## src/rtl/sig_demux_1ton.sv

```systemverilog
`timescale 1ns/1ps
// Registered 1-to-N signal router with break-before-make guard gap; SW_COUNT exists only with SIG_DEMUX_SWCOUNT_EN.
// Latency: SYNC_STAGES+1 edges IN_SIG->OUT[ACTIVE_SEL]; SEL change reaches all-idle in 2 edges.
// No backpressure: a switchover idles every output for GAP_CYCLES periods, and SEL changes meanwhile do not extend the gap.
module sig_demux_1ton #(
    parameter int   N_OUT       = 4,
    parameter int   SEL_W       = 2,
    parameter int   SYNC_STAGES = 2,
    parameter int   GAP_CYCLES  = 2,
    parameter logic IDLE_LEVEL  = 1'b0
) (
    input  logic             CLK,
    input  logic             RST_N,
    input  logic             IN_SIG,
    input  logic [SEL_W-1:0] SEL,
    output logic [N_OUT-1:0] OUT,
    output logic [SEL_W-1:0] ACTIVE_SEL,
    output logic             BUSY,
    output logic             SEL_ERR
`ifdef SIG_DEMUX_SWCOUNT_EN
    ,
    output logic [15:0]      SW_COUNT
`endif
);

    localparam int               CNT_W    = (GAP_CYCLES > 1) ? $clog2(GAP_CYCLES) : 1;
    localparam logic [CNT_W-1:0] CNT_LOAD = CNT_W'(GAP_CYCLES - 1);
    localparam logic [SEL_W:0]   N_LIM    = (SEL_W+1)'(N_OUT);
    localparam logic [N_OUT-1:0] ALL_IDLE = {N_OUT{IDLE_LEVEL}};

    typedef enum logic {
        ST_ROUTE = 1'b0,
        ST_GAP   = 1'b1
    } state_t;

    state_t             state_q, state_d;
    logic [SYNC_STAGES-1:0] sync_q;
    logic               sync_dat;
    logic [SEL_W-1:0]   sel_q;
    logic               sel_q_ok;
    logic [SEL_W-1:0]   active_q, active_d;
    logic [CNT_W-1:0]   cnt_q, cnt_d;
    logic [N_OUT-1:0]   out_q, out_d;
    logic               sel_err_q;

    // Only the addressed bit carries data; every other bit stays at the idle level.
    function automatic logic [N_OUT-1:0] route(input logic [SEL_W-1:0] ch, input logic d);
        logic [N_OUT-1:0] r;
        r = ALL_IDLE;
        for (int i = 0; i < N_OUT; i++) begin
            if (ch == SEL_W'(i)) begin
                r[i] = d;
            end
        end
        return r;
    endfunction

    assign sync_dat = sync_q[SYNC_STAGES-1];
    assign sel_q_ok = ({1'b0, sel_q} < N_LIM);

    always_ff @(posedge CLK or negedge RST_N) begin
        if (!RST_N) begin
            sync_q    <= {SYNC_STAGES{IDLE_LEVEL}};
            sel_q     <= '0;
            sel_err_q <= 1'b0;
        end else begin
            sync_q    <= {sync_q[SYNC_STAGES-2:0], IN_SIG};
            sel_q     <= SEL;
            sel_err_q <= ({1'b0, SEL} >= N_LIM);
        end
    end

    always_ff @(posedge CLK or negedge RST_N) begin
        if (!RST_N) begin
            state_q  <= ST_ROUTE;
            cnt_q    <= '0;
            active_q <= '0;
            out_q    <= ALL_IDLE;
        end else begin
            state_q  <= state_d;
            cnt_q    <= cnt_d;
            active_q <= active_d;
            out_q    <= out_d;
        end
    end

    always_comb begin
        state_d  = state_q;
        cnt_d    = cnt_q;
        active_d = active_q;
        out_d    = ALL_IDLE;
        case (state_q)
            ST_ROUTE: begin
                // Out-of-range requests are ignored so the current route is held.
                if (sel_q_ok && (sel_q != active_q)) begin
                    state_d = ST_GAP;
                    cnt_d   = CNT_LOAD;
                end else begin
                    out_d = route(active_q, sync_dat);
                end
            end
            ST_GAP: begin
                if (cnt_q != '0) begin
                    cnt_d = cnt_q - CNT_W'(1);
                end else begin
                    state_d = ST_ROUTE;
                    if (sel_q_ok) begin
                        active_d = sel_q;
                    end
                    out_d = route(active_d, sync_dat);
                end
            end
            default: begin
                state_d = ST_ROUTE;
            end
        endcase
    end

    assign OUT        = out_q;
    assign ACTIVE_SEL = active_q;
    assign BUSY       = (state_q == ST_GAP);
    assign SEL_ERR    = sel_err_q;

`ifdef SIG_DEMUX_SWCOUNT_EN
    logic        sw_start;
    logic [15:0] sw_cnt_q;

    assign sw_start = (state_q == ST_ROUTE) && sel_q_ok && (sel_q != active_q);

    always_ff @(posedge CLK or negedge RST_N) begin
        if (!RST_N) begin
            sw_cnt_q <= 16'd0;
        end else if (sw_start && (sw_cnt_q != 16'hFFFF)) begin
            sw_cnt_q <= sw_cnt_q + 16'd1;
        end
    end

    assign SW_COUNT = sw_cnt_q;
`endif

endmodule

```

## config.mk

```make
export PLATFORM = sky130hd
export DESIGN_NAME = sig_demux_1ton
export DESIGN_NICKNAME = d
export VERILOG_FILES = /design/src/rtl/sig_demux_1ton.sv
export SDC_FILE = /design/constraint.sdc
export NUM_CORES = 1
export LEC_CHECK = 0
export CORE_AREA = 2 2 39 41
export CTS_CLUSTER_DIAMETER = 30
export DETAILED_ROUTE_END_ITERATION = 8
export DIE_AREA = 0 0 41 43
export GPL_TIMING_DRIVEN = 0
export MAX_ROUTING_LAYER = met4
export SETUP_SLACK_MARGIN = 0.5
export SYNTH_ARGS = -nofsm -noshare
export SYNTH_HDL_FRONTEND = slang
export SYNTH_SLANG_ARGS = --single-unit
```

## constraint.sdc

```tcl
create_clock -name CLK -period 1.4 [get_ports CLK]
set_input_delay 0.42 -clock CLK [delete_from_list [all_inputs] [get_ports CLK]]
set_output_delay 0.42 -clock CLK [all_outputs]
set_load 0.02 [all_outputs]
```

======== After elaboration in Yosys (flattened, before gate mapping) ========
Cells that the tools add are included.
word-level totals
  register bits ........................... 12
  bits of input ports ..................... 5
  output and inout port bits .............. 8
  word-level logic and storage cells ...... 39
operators by class
  add/subtract/negate cells ............... 1
  equal/unequal tests ..................... 8
  multiplexer cells ....................... 19
  bitwise logic cells ..................... 2
  reductions and logical operators ........ 3
operator list
  kind                                                              count
  1-bit 2-to-1 mux                                                  12
  2-bit == test (second input constant)                             4
  4-bit 2-to-1 mux                                                  2
  4-bit one-hot mux with 2 select lines                             1
  2-bit by 1-bit == test with 1-bit output (second input constant)  2
  2-bit zero test                                                   2
  2-bit 2-to-1 mux                                                  2
  1-bit one-hot mux with 2 select lines                             2
  2-bit != test                                                     1
  2-bit != test (second input constant)                             1
  1-bit inverter                                                    2
  2-bit AND reduction                                               1
  1-bit subtractor (second input constant)                          1

======== Depth between registers and ports, before layout ========
  depth after elaboration ................. 6
  mapped depth ............................ 4
  depth with buffers taken out ............ 3

======== Worst setup path after synthesis ========
Ideal clock, no wire load.
  path kind ............................... register to register
  start ................................... register state_q, in the netlist BUSY
  end ..................................... register active_q[0], in the netlist ACTIVE_SEL[0]
  library setup time ...................... 125 ps
  arrival time ............................ 1067 ps
  required time ........................... 1275 ps
  setup slack ............................. 208 ps
  stages on the path, launching flop included .. 3
  buffers on the path ..................... 0
  cell sequence ........................... dfrtp_1 -> and2b_1 -> mux2_2
on the way
  word-level cells in the longest chain between the ends .. 1
RTL lines
  what                                  line  text
  start: declaration                    36    state_t state_q, state_d;
  start signal: assignment              80    state_q <= state_d;
  2-bit AND reduction (no source line)  --
  end signal: assignment                82    active_q <= active_d;
  end: declaration                      41    logic [SEL_W-1:0] active_q, active_d;
Every way passes these cells.
A chain may end at the register's enable or synchronous reset.

======== Final worst setup path ========
  start ................................... register state_q, in the netlist BUSY
  end ..................................... output port BUSY
RTL lines
  what              line  text
  end: declaration  18    output logic BUSY,
No word-level cell between the ends.

==> out/metrics.yaml <==
status: "completed"
port_buffers: 11
crit_family: "flip-flops"
finish.net_count: 61
antenna_found_initial: 0
hold_viol: 0
cts_buffers: 3
final-setup-viol-count: 0
place_area_sq_um: 611.8
cts.sinks: 12
worstPathArrival_ps: 830
dieHeight_um: 43
worstSetupStartpoint: "BUSY"
syn_inst: 37
wl_um: 884
seq_area_frac_synth: 0.6383
area_growth_syn_to_layout_pct: 56.65
r2r_start: "ACTIVE_SEL[0]"
cpMaxStageDelayCell: "dfrtp_2"
endpoint_kind: "primary output"
firstDrtPassIters: 4
grt-ovfl-total: 0
critPathMaxStageDelay_ps: 420
relSlewSlack: 0.6572
cp_num_cells: 1
synth_area_sq_um: 470.5
grtUsageTotal: 0.1455
startpoint_type: "flip-flop"
antenna_left: 0
die_width_um: 41
ys_types: 22
drive_above_1_share: 0.5455
start_util: 0.3400
vias: 347
via_per_inst: 4.887
ys_seq_elements: 12
period_minus_slack_ps: 1246
final_cell_mix: "dfrtp_1 (8), buf_6 (8), dfrtp_2 (4), buf_4 (4)"
stdcell_area_sq_um: 737.0
drt-initial-drc-count: 6
rr_endpoint: "OUT[2]"
finClkSkew_ps: 3.394
worst_pin_slew_ps: 514.2
h-tree-depth: 1
crit_fanout: 2
reg2reg_depth: 3
drc: 0
gp_congestion: 0.7061
cp_cell_sequence: "buf_6"
period_share: 0.8900
hold_path_class: "in2async"
antenna_cells: 0
p_leak_nw: 0.3189
synth_nets: 42
rows: 14
clk_latency_ps: 270
grt_pass1_vias: 359
syn_area_per_cell_sq_um: 12.71
ys.warnings.count: 0
rsz0062_at_grt: "true"
whs_ps: 216.1
power.density_nw_per_um2: 1923
cts_hold_buf: 0
finalPower_mw: 1.417
clk_pin_slew_ps: 70
critical_path_class: "reg2out"
vdd_ir_drop_max_mv: 1.084
drv_cap: 0
placed_cells: 64
design.core.area_sq_um: 1384
place_hpwl_um: 549.5
cts_tree: "done"
ff2ff_setup_slack_ps: 160
clk_path_buf_depth: 2
finalNonFillerCells: 71
grt_max_degree: 13
grt_pass1_wl_um: 1552
cp_num_buf_inv: 1
wire_per_inst_um: 12.45
root_buffer: "clkbuf_4"
fmax_mhz: 802.6
slew_viol_final: 0
crit_required_ps: 980
pin_count: 13
design.die.area_sq_um: 1763
==> layout make-up <==
| class | instances | area, sq um |
|---|---|---|
| buffer | 2 | 18.77 |
| clock buffer | 4 | 36.28 |
| fill | 132 | 646.9 |
| inverter | 1 | 3.754 |
| multi-input combinational | 22 | 212.7 |
| sequential | 12 | 305.3 |
| tap | 16 | 20.02 |
| timing repair buffer | 14 | 140.1 |
==> worst max path at each step <==
stage	to	slack, ps
after global routing	BUSY	120
after global placement	ACTIVE_SEL[0]	-40
after detailed placement	BUSY	-50
after floorplan	OUT[2]	290
final	BUSY	150
after CTS	BUSY	150
==> repair_timing <==
item,4_1_cts,5_1_grt
buffers inserted,3,0
gates cloned,0,0
gates resized for setup,49,3
endpoints found under the setup margin,18,15
endpoints found under the hold margin,0,0
pin swaps,0,2
==> kinds of logic after synthesis <==
logic type	synth area share
flip-flops	0.6383
AND/OR/NAND/NOR	0.1463
AO/OA/AOI/OAI	0.07446
buffers and inverters	0.04787
XOR/XNOR	0.03724
multiplexers	0.04787
other	0.007971
==> registers in the layout (all words and copies together), names as in the netlist <==
register and cells:
sync_q 2, cnt_q 1, BUSY 1, ACTIVE_SEL 2
sel_q 2, OUT 4
==> stage by stage <==
stage                     setup slack (ps)  TNS [ps]  utilization
after floorplan                      291.8         0            -
after global placement              -41.17    -103.9       0.4421
after detailed placement            -49.19    -111.8       0.4421
after CTS                            148.8         0       0.5226
after global routing                 116.2         0       0.5326
final                                154.0         0       0.5326
==> Yosys cell counts <==
cell type / n / area, sq um
a21oi_1: 1 / 5.000
and2b_1: 1 / 7.510
buf_4: 1 / 7.510
buf_6: 1 / 11.26
conb_1: 1 / 3.750
dfrtp_1: 12 / 300.3
inv_1: 1 / 3.750
mux2_2: 2 / 22.52
nand2_1: 1 / 3.750
nand2b_1: 1 / 6.260
nand3_1: 3 / 15.01
nor2_1: 2 / 7.510
nor3_1: 1 / 5.000
nor3b_1: 1 / 7.510
nor4b_1: 1 / 8.760
o21ai_1: 1 / 5.000
o2bb2ai_1: 1 / 8.760
o31ai_1: 1 / 7.510
o32ai_1: 1 / 8.760
or4_1: 1 / 7.510
xnor2_1: 1 / 8.760
xor2_1: 1 / 8.760
==> power breakdown <==
group	internal [mW]	total, mW	leakage, nW	switching [mW]
Combinational	0.331	0.649	0.153	0.318
Clock	0.158	0.273	0.0210	0.115
Sequential	0.437	0.496	0.145	0.0592
Total	0.926	1.42	0.319	0.492
==> layer usage <==
layer  GRT usage  part of all wire  vias to the layer above
met3     0.09424             0.079                        2
met5           -                 0                        -
met4     0.06000             0.011                        0
li1            -                 -                      161
met1      0.1565              0.40                      169
met2      0.2063              0.51                       15
Power figures use the tool's default switching activity.
